### config.mk
export PLATFORM = sky130hd
export DESIGN_NAME = pixel_packer
export DESIGN_NICKNAME = d
export VERILOG_FILES = /design/src/rtl/pixel_packer_pkg.sv /design/src/rtl/video_sync_delay.sv /design/src/rtl/pixel_packer.sv
export SDC_FILE = /design/constraint.sdc
export NUM_CORES = 1
export LEC_CHECK = 0
export ABC_AREA = 1
export CORE_MARGIN = 2
export CORE_UTILIZATION = 45
export CTS_BUF_LIST = sky130_fd_sc_hd__clkbuf_4 sky130_fd_sc_hd__clkbuf_8
export CTS_CLUSTER_DIAMETER = 120
export DETAILED_ROUTE_END_ITERATION = 7
export GPL_TIMING_DRIVEN = 0
export PLACE_DENSITY = 0.69
export SETUP_SLACK_MARGIN = 0.15
export SKIP_LAST_GASP = 1
export SLEW_MARGIN = 30
export SYNTH_ARGS = -nofsm -noshare
export SYNTH_HDL_FRONTEND = slang
export SYNTH_SLANG_ARGS = --single-unit
### constraint.sdc
create_clock -name I_pixel_clk -period 7.6 [get_ports I_pixel_clk]
set_clock_uncertainty 0.2 [all_clocks]
set_input_delay 1.52 -clock I_pixel_clk [delete_from_list [all_inputs] [get_ports I_pixel_clk]]
set_output_delay 1.52 -clock I_pixel_clk [all_outputs]
set_load 0.01 [all_outputs]
### src/rtl/pixel_packer_pkg.sv
// Shared video helpers for the pixel packer slice.
// Counter sizing, slot mapping and the sync bundle.
package pixel_packer_pkg;

  typedef struct packed {
    logic hsync;
    logic vsync;
    logic de;
  } sync_t;

  function automatic int clog2(input int v);
    int r;
    r = 0;
    for (int i = 0; i < 31; i++)
      if ((1 << i) < v) r = i + 1;
    return r;
  endfunction

  function automatic int cnt_width(input int pn);
    return (clog2(pn) < 1) ? 1 : clog2(pn);
  endfunction

  function automatic int slot_map(
    input int cnt,
    input int pn,
    input bit msb
  );
    return msb ? (pn - 1 - cnt) : cnt;
  endfunction

endpackage

### src/rtl/video_sync_delay.sv
// Fixed-depth shift register for video sync bundles.
// Keeps control signals aligned with pipelined data.
module video_sync_delay #(
  parameter int DEPTH = 2,
  parameter int WIDTH = 3
) (
  input  logic             clk,
  input  logic             rst,
  input  logic [WIDTH-1:0] din,
  output logic [WIDTH-1:0] dout
);

  logic [WIDTH-1:0] sr [DEPTH];

  always_ff @(posedge clk or posedge rst) begin
    if (rst) begin
      for (int i = 0; i < DEPTH; i++)
        sr[i] <= '0;
    end else begin
      sr[0] <= din;
      for (int i = 1; i < DEPTH; i++)
        sr[i] <= sr[i-1];
    end
  end

  assign dout = sr[DEPTH-1];

endmodule

### src/rtl/pixel_packer.sv
// Packs PACK_NUM active pixels into one wide word.
// Two-stage pipeline: holding register, then output.
module pixel_packer
  import pixel_packer_pkg::*;
#(
  parameter int DATA_W        = 24,
  parameter int PACK_NUM      = 2,
  parameter bit MSB_FIRST     = 1'b0,
  parameter bit FLUSH_PARTIAL = 1'b1
) (
  input  logic                         I_pixel_clk,
  input  logic                         rst,
  input  logic [DATA_W-1:0]            I_pixel_data,
  input  logic                         I_hsync,
  input  logic                         I_vsync,
  input  logic                         I_de,
  output logic [DATA_W*PACK_NUM-1:0]   O_pixel_data,
  output logic                         O_valid,
  output logic [PACK_NUM-1:0]          O_keep,
  output logic                         O_sol,
  output logic                         O_eol,
  output logic                         O_hsync,
  output logic                         O_vsync,
  output logic                         O_de
);

  localparam int CW = cnt_width(PACK_NUM);
  localparam int W  = DATA_W * PACK_NUM;
  localparam logic [CW-1:0] LAST = CW'(PACK_NUM - 1);

  logic [CW-1:0]       cnt;
  logic [W-1:0]        acc_data;
  logic [PACK_NUM-1:0] acc_keep;
  logic [W-1:0]        merged_data;
  logic [PACK_NUM-1:0] merged_keep;
  logic [W-1:0]        hold_data;
  logic                hold_vld;
  logic                de_d;
  logic                vs_d;
  logic                sol_pend;

  logic                vs_rise;
  logic                last;
  logic                adv;
  logic                grp_done;
  logic                flush;

  logic                nx_valid;
  logic [W-1:0]        nx_data;
  logic [PACK_NUM-1:0] nx_keep;
  logic                nx_sol;
  logic                nx_eol;

  sync_t               sync_in;
  sync_t               sync_out;

  always_comb begin
    merged_data = acc_data;
    merged_keep = acc_keep;
    for (int s = 0; s < PACK_NUM; s++) begin
      if (s == slot_map(int'(cnt), PACK_NUM, MSB_FIRST)) begin
        merged_data[s*DATA_W +: DATA_W] = I_pixel_data;
        merged_keep[s] = 1'b1;
      end
    end
  end

  // A vsync rising edge aborts the group in progress.
  assign vs_rise  = I_vsync & ~vs_d;
  assign last     = (cnt == LAST);
  assign adv      = I_de & ~vs_rise & ~last;
  assign grp_done = I_de & ~vs_rise & last;
  assign flush    = ~I_de & ~vs_rise & (cnt != '0)
                  & FLUSH_PARTIAL;

  always_ff @(posedge I_pixel_clk or posedge rst) begin
    if (rst) begin
      cnt      <= '0;
      acc_data <= '0;
      acc_keep <= '0;
    end else if (adv) begin
      cnt      <= cnt + 1'b1;
      acc_data <= merged_data;
      acc_keep <= merged_keep;
    end else begin
      cnt      <= '0;
      acc_data <= '0;
      acc_keep <= '0;
    end
  end

  always_ff @(posedge I_pixel_clk or posedge rst) begin
    if (rst) begin
      hold_vld  <= 1'b0;
      hold_data <= '0;
      de_d      <= 1'b0;
      vs_d      <= 1'b0;
      sol_pend  <= 1'b0;
    end else begin
      hold_vld  <= grp_done;
      hold_data <= grp_done ? merged_data : '0;
      de_d      <= I_de;
      vs_d      <= I_vsync;
      if (I_de & ~de_d)
        sol_pend <= 1'b1;
      else if (hold_vld | flush)
        sol_pend <= 1'b0;
    end
  end

  // hold_vld and flush never coincide: cnt is 0 after a full group.
  always_comb begin
    nx_valid = 1'b0;
    nx_data  = '0;
    nx_keep  = '0;
    nx_sol   = 1'b0;
    nx_eol   = 1'b0;
    unique case (1'b1)
      hold_vld: begin
        nx_valid = 1'b1;
        nx_data  = hold_data;
        nx_keep  = '1;
        nx_sol   = sol_pend;
        nx_eol   = ~I_de;
      end
      flush: begin
        nx_valid = 1'b1;
        nx_data  = acc_data;
        nx_keep  = acc_keep;
        nx_sol   = sol_pend;
        nx_eol   = 1'b1;
      end
      default: ;
    endcase
  end

  always_ff @(posedge I_pixel_clk or posedge rst) begin
    if (rst) begin
      O_valid      <= 1'b0;
      O_pixel_data <= '0;
      O_keep       <= '0;
      O_sol        <= 1'b0;
      O_eol        <= 1'b0;
    end else begin
      O_valid      <= nx_valid;
      O_pixel_data <= nx_data;
      O_keep       <= nx_keep;
      O_sol        <= nx_sol;
      O_eol        <= nx_eol;
    end
  end

  assign sync_in = '{hsync: I_hsync, vsync: I_vsync, de: I_de};

  video_sync_delay #(
    .DEPTH(2),
    .WIDTH(3)
  ) u_sync (
    .clk  (I_pixel_clk),
    .rst  (rst),
    .din  (sync_in),
    .dout (sync_out)
  );

  assign O_hsync = sync_out.hsync;
  assign O_vsync = sync_out.vsync;
  assign O_de    = sync_out.de;

endmodule

# Word level (Yosys, flattened, before mapping)

Index checks and enable logic that the tools add are counted.

Add/sub/neg operators: 1
Multipliers: 0
Div/mod/pow operators: 0
Magnitude comparators: 0
Equality and inequality tests: 2
Shift operators: 0
Multiplexer cells: 15
Bitwise operators: 13
Reduce and logical (&&, ||, !) cells: 2

Operator list:

| cell                                         | number |
|---|---|
| 48-bit 2-to-1 mux                            | 2 |
| 48-bit one-hot mux with 2 select lines       | 1 |
| 24-bit 2-to-1 mux                            | 2 |
| 1-bit bitwise AND                            | 7 |
| 1-bit 2-to-1 mux                             | 7 |
| 1-bit NOT                                    | 5 |
| 2-bit inequality test, second input constant | 2 |
| 2-bit one-hot mux with 2 select lines        | 1 |
| 2-bit 2-to-1 mux                             | 1 |
| 1-bit one-hot mux with 2 select lines        | 1 |
| 2-bit nonzero test                           | 1 |
| 2-bit OR reduction                           | 1 |
| 1-bit adder, second input constant           | 1 |
| 1-bit OR                                     | 1 |

Register bits: 162
Latch bits: 0
Memory bits (writable): 0
ROM bits: 0
Output and inout bits: 56
Word-level logic and storage cells: 49
Memories kept: 0

# Logic depth before layout (Yosys ltp)

Word-level depth: 8
Mapped depth: 6
Gate-level depth less buffers: 5

# Cells and area by module

From an unflattened synthesis, not the netlist that was laid out.

Cells, all modules: 474
Area total of the unflattened synthesis: 5351.4 µm²

Modules (own cells, without submodules):

| module           | instances | cells each | area each (µm²) | seq. area each (µm²) |
|---|---|---|---|---|
| pixel_packer     | 1         | 464        | 5175.0          | 3903.7 |
| video_sync_delay | 1         | 10         | 176.4           | 150.1 |

# Worst setup path before layout

No wires, ideal clock.

Kind: input port to flip-flop
From: in I_vsync
To: reg hold_data[10]
Setup time: 0.131 ns
Data arrival time: 2.061 ns
Path slack: 5.209 ns
Stages: 4
Cell sequence: nand2_1 nand3_2 clkbuf_1 nor2_1

Word-level cells in the longest chain between the ends: 5

RTL lines:

| element                        | RTL line            | RTL |
|---|---|---|
| from (decl)                    | pixel_packer.sv:15  | `input logic I_vsync,` |
| 1-bit bitwise AND              | pixel_packer.sv:69  | `assign vs_rise = I_vsync & ~vs_d;` |
| 1-bit NOT                      | pixel_packer.sv:72  | `assign grp_done = I_de & ~vs_rise & last;` |
| 1-bit bitwise AND (2 in a row) | pixel_packer.sv:72  |  |
| 48-bit 2-to-1 mux              | pixel_packer.sv:101 | `hold_data <= grp_done ? merged_data : '0;` |
| to (signal assigned)           | pixel_packer.sv:101 |  |
| to (decl)                      | pixel_packer.sv:36  | `logic [W-1:0] hold_data;` |

No other way between the ends.
A chain may end at the register's enable or synchronous reset.

# Worst setup path in the final report

From: reg O_pixel_data[17]
To: out O_pixel_data[17]

RTL lines:

| element                | RTL line            | RTL |
|---|---|---|
| from (decl)            | pixel_packer.sv:17  | `output logic [DATA_W*PACK_NUM-1:0] O_pixel_data,` |
| from (signal assigned) | pixel_packer.sv:146 | `O_pixel_data <= nx_data;` |

No word-level cell between the ends.

==> impl_metrics.csv <==
group,metric,value,unit
grt,grtUsageTotal,17.5,%
sta,min_period_over_period,40.5,%
sta,rsz0062_at_grt,"no",
drt,dr.pass1.iters,4,
clocking,tritoncts,"yes",
synthesis,yosysWarningCount,0,
clocking,h-tree-depth,4,
clocking,clk_pin_slew,0.09,ns
clocking,cts_resized,0,
synthesis,synth_edf_count,0,
flow_run,maxCapViolCount,0,
final_layout,seqCellArea,0.00400,mm²
clocking,cts_root_buf,"clkbuf_8",
critical_path,critPathCaptureType,"primary output",
final_layout,area_delta_synth_final,27.2,%
power_and_ir_drop,ir_drop,204,µV
final_layout,drive_gt1_share,10.4,%
critical_path,criticalPathCategory,"flop to primary output",
final_layout,fin_cells,730,
drt,drc,0,
critical_path,cpMaxStageDelayCell,"clkdlybuf4s50_1",
floorplanning,coreArea,0.0115,mm²
synthesis,syn_avg_cell_area,11.3,µm²
synthesis,ys_top_cells_by_count,"dfrtp_1, nor2_1, inv_1",
power_and_ir_drop,p_switching,0.000381,W
clocking,insertion_delay,0.44,ns
floorplanning,die_h,113,µm
final_layout,multiInputGateArea,893,µm²
critical_path,cpLargestDelayFamily,"buffers and inverters",
final_layout,finalCoreUtilization,58.8,%
sta,fmax,324,MHz
synthesis,synth_area_leaders,"dfrtp_1, nor2_1, inv_1",
grt,overflow,0,
critical_path,max_stage_delay,0.55,ns
critical_path,path_max_fanout,1,
critical_path,crit_arrival,1.36,ns
power_and_ir_drop,p_leak,3.24,nW
power_and_ir_drop,pwr_density_cell,232,mW/mm²
clocking,clock_path_buffers,2,
sta,final-hold-violation-count,0,
synthesis,synth_seq_area_share,75.5,%
grt,grt_max_degree,87,
final_layout,fillers,945,
sta,timing.setup.tns,0,ns
final_layout,diodes,0,
synthesis,synth_top_area_share,75.5,%
floorplanning,initial_core_util,46.2,%
placement,port_buffers,84,
clocking,clock_sinks,160,
run_status,status,"completed",
sta,holdWs,0.162,ns
sta,tightest_slew,0.591,ns
synthesis,synth_seq_cells,160,
placement,dp_cells,698,
critical_path,start_kind,"flop",
placement,gp_congestion,0.773,
sta,maxSlewViolCount,0,
floorplanning,num_io_pins,85,
synthesis,yosys.area.top_type,"dfrtp_1",
power_and_ir_drop,p_int,0.00119,W
critical_path,cp.required,5.88,ns
synthesis,synth_cells,470,
critical_path,worstPathCellList,"clkdlybuf4s50_1",
drt,drt_iter0_markers,175,
drt,wire_per_inst,13.6,µm
sta,setup_violations,0,
floorplanning,die_w,113,µm
synthesis,syn_nets,499,
clocking,cts_buffers,17,
drt,vias,3370,
grt,grt_pass1_wl,16900,µm
drt,ant_nets,0,
synthesis,synth.distinct_cells,16,
placement,hpwl,6810,µm
hold_path,hold_class,"flop to flop",
critical_path,cp_num_buf_inv,1,
power_and_ir_drop,finalPower,0.00157,W
synthesis,synth_area,0.00530,mm²
power_and_ir_drop,power_frac_clock,38.2,%
synthesis,yosys_most_used_dff,"dfrtp_1",
drt,viasPerCell,4.62,
synthesis,synth-async-reset-ratio,100,%
grt,antenna_found_initial,0,
drt,wl,9960,µm
final_layout,final_nets,603,
grt,grt_pass1_vias,3476,
floorplanning,die_area,0.0127,mm²
clocking,cts_setup_buffers,0,
power_and_ir_drop,switching_share,24.3,%
power_and_ir_drop,seqPwrFrac,55.9,%
sta,timing.slew.headroom,60.6,%
clocking,postCtsHoldBufs,0,
power_and_ir_drop,pwr-share-comb,5.9,%
floorplanning,num_rows,39,
synthesis,post-synth-top-count-cell,"dfrtp_1",
sta,fin_crit,3.08,ns
==> final timing paths <==
path / from / endpoint / slack, ns / cells past startpoint
setup reg to reg: u_sync.sr[4] / hold_data[35] / 5.96 / 5
min in group asynchronous: rst / u_sync.dout[0] / 1.33 / 2
hold / removal: u_sync.sr[5] / u_sync.dout[2] / 0.16 / 0
max in group asynchronous: rst / acc_data[11] / 5.09 / 3
setup / recovery: O_pixel_data[17] / O_pixel_data[17] / 4.52 / 1
hold reg to reg: u_sync.sr[5] / u_sync.dout[2] / 0.16 / 0
==> power groups by stage <==
| stage | Clock [W] | Combinational, W | Sequential (W) |
|---|---|---|---|
| 6_report | 0.000599 | 0.0000923 | 0.000876 |
| 2_1_floorplan | 0 | 0.0000465 | 0.000894 |
| 5_1_grt | 0.000655 | 0.000104 | 0.000878 |
| 3_3_place_gp | 0 | 0.0000895 | 0.000892 |
| 4_1_cts | 0.000613 | 0.0000952 | 0.000876 |
| 3_5_place_dp | 0 | 0.0000942 | 0.000893 |
==> per-layer routing <==
| layer | up-vias | part of all wire [%] | track usage [%] | wire (µm) |
|---|---|---|---|---|
| li1 | 1598 | - | - | - |
| met1 | 1671 | 45 | 23.6 | 4470 |
| met2 | 90 | 49 | 27.6 | 4850 |
| met3 | 11 | 5.2 | 5.99 | 519 |
| met4 | 0 | 1.3 | 4.80 | 125 |
| met5 | - | 0 | 0 | 0 |
==> layout by cell type, fill, tap and decap left out, drive strengths merged <==
cell type      synthesis  final
dfrtp                160    160
nor2                  98     98
inv                   80     85
clkdlybuf4s50          0     84
nand2                 56     56
o21ai                 49     49
clkbuf                 6     25
buf                   14     15
nand3                  5      5
clkinv                 0      4
clkinvlp               0      3
a21oi                  1      1
a21boi                 1      1
bufinv                 0      1
==> sequential cells by signal, summed over array words and instances (netlist names) <==
name / count
O_pixel_data: 48
acc_data: 48
hold_data: 48
u_sync.dout: 3
u_sync.sr: 3
O_keep: 2
acc_keep: 2
O_eol: 1
O_sol: 1
O_valid: 1
cnt: 1
hold_vld: 1
sol_pend: 1
==> cell type report <==
class | count | area share, %
tap | 143 | 2.65
clock inverter | 13 | 1.87
inverter | 80 | 4.56
timing repair buffer | 85 | 12.9
multi-input combinational | 210 | 13.2
sequential | 160 | 59.4
clock buffer | 19 | 3.88
buffer | 20 | 1.56
==> through the flow <==
| step | setup WS (ns) | area [µm²] |
|---|---|---|
| finish | 4.52 | 6750 |
| global route | 4.45 | 6750 |
| CTS | 4.49 | 6750 |
| detailed placement | 4.33 | 6360 |
| global placement | -0.132 | 6320 |
| floorplan | 1.56 | 5300 |
==> logic make-up (layout without fill, tap and decap cells) <==
logic type | Yosys count | in the layout | synth area share [%]
flip-flops | 160 | 160 | 75.5
AND/OR/NAND/NOR | 159 | 159 | 12.0
buffers and inverters | 100 | 217 | 7.64
AO/OA/AOI/OAI | 51 | 51 | 4.86
Note: power is estimated with default switching activity, not from simulation.
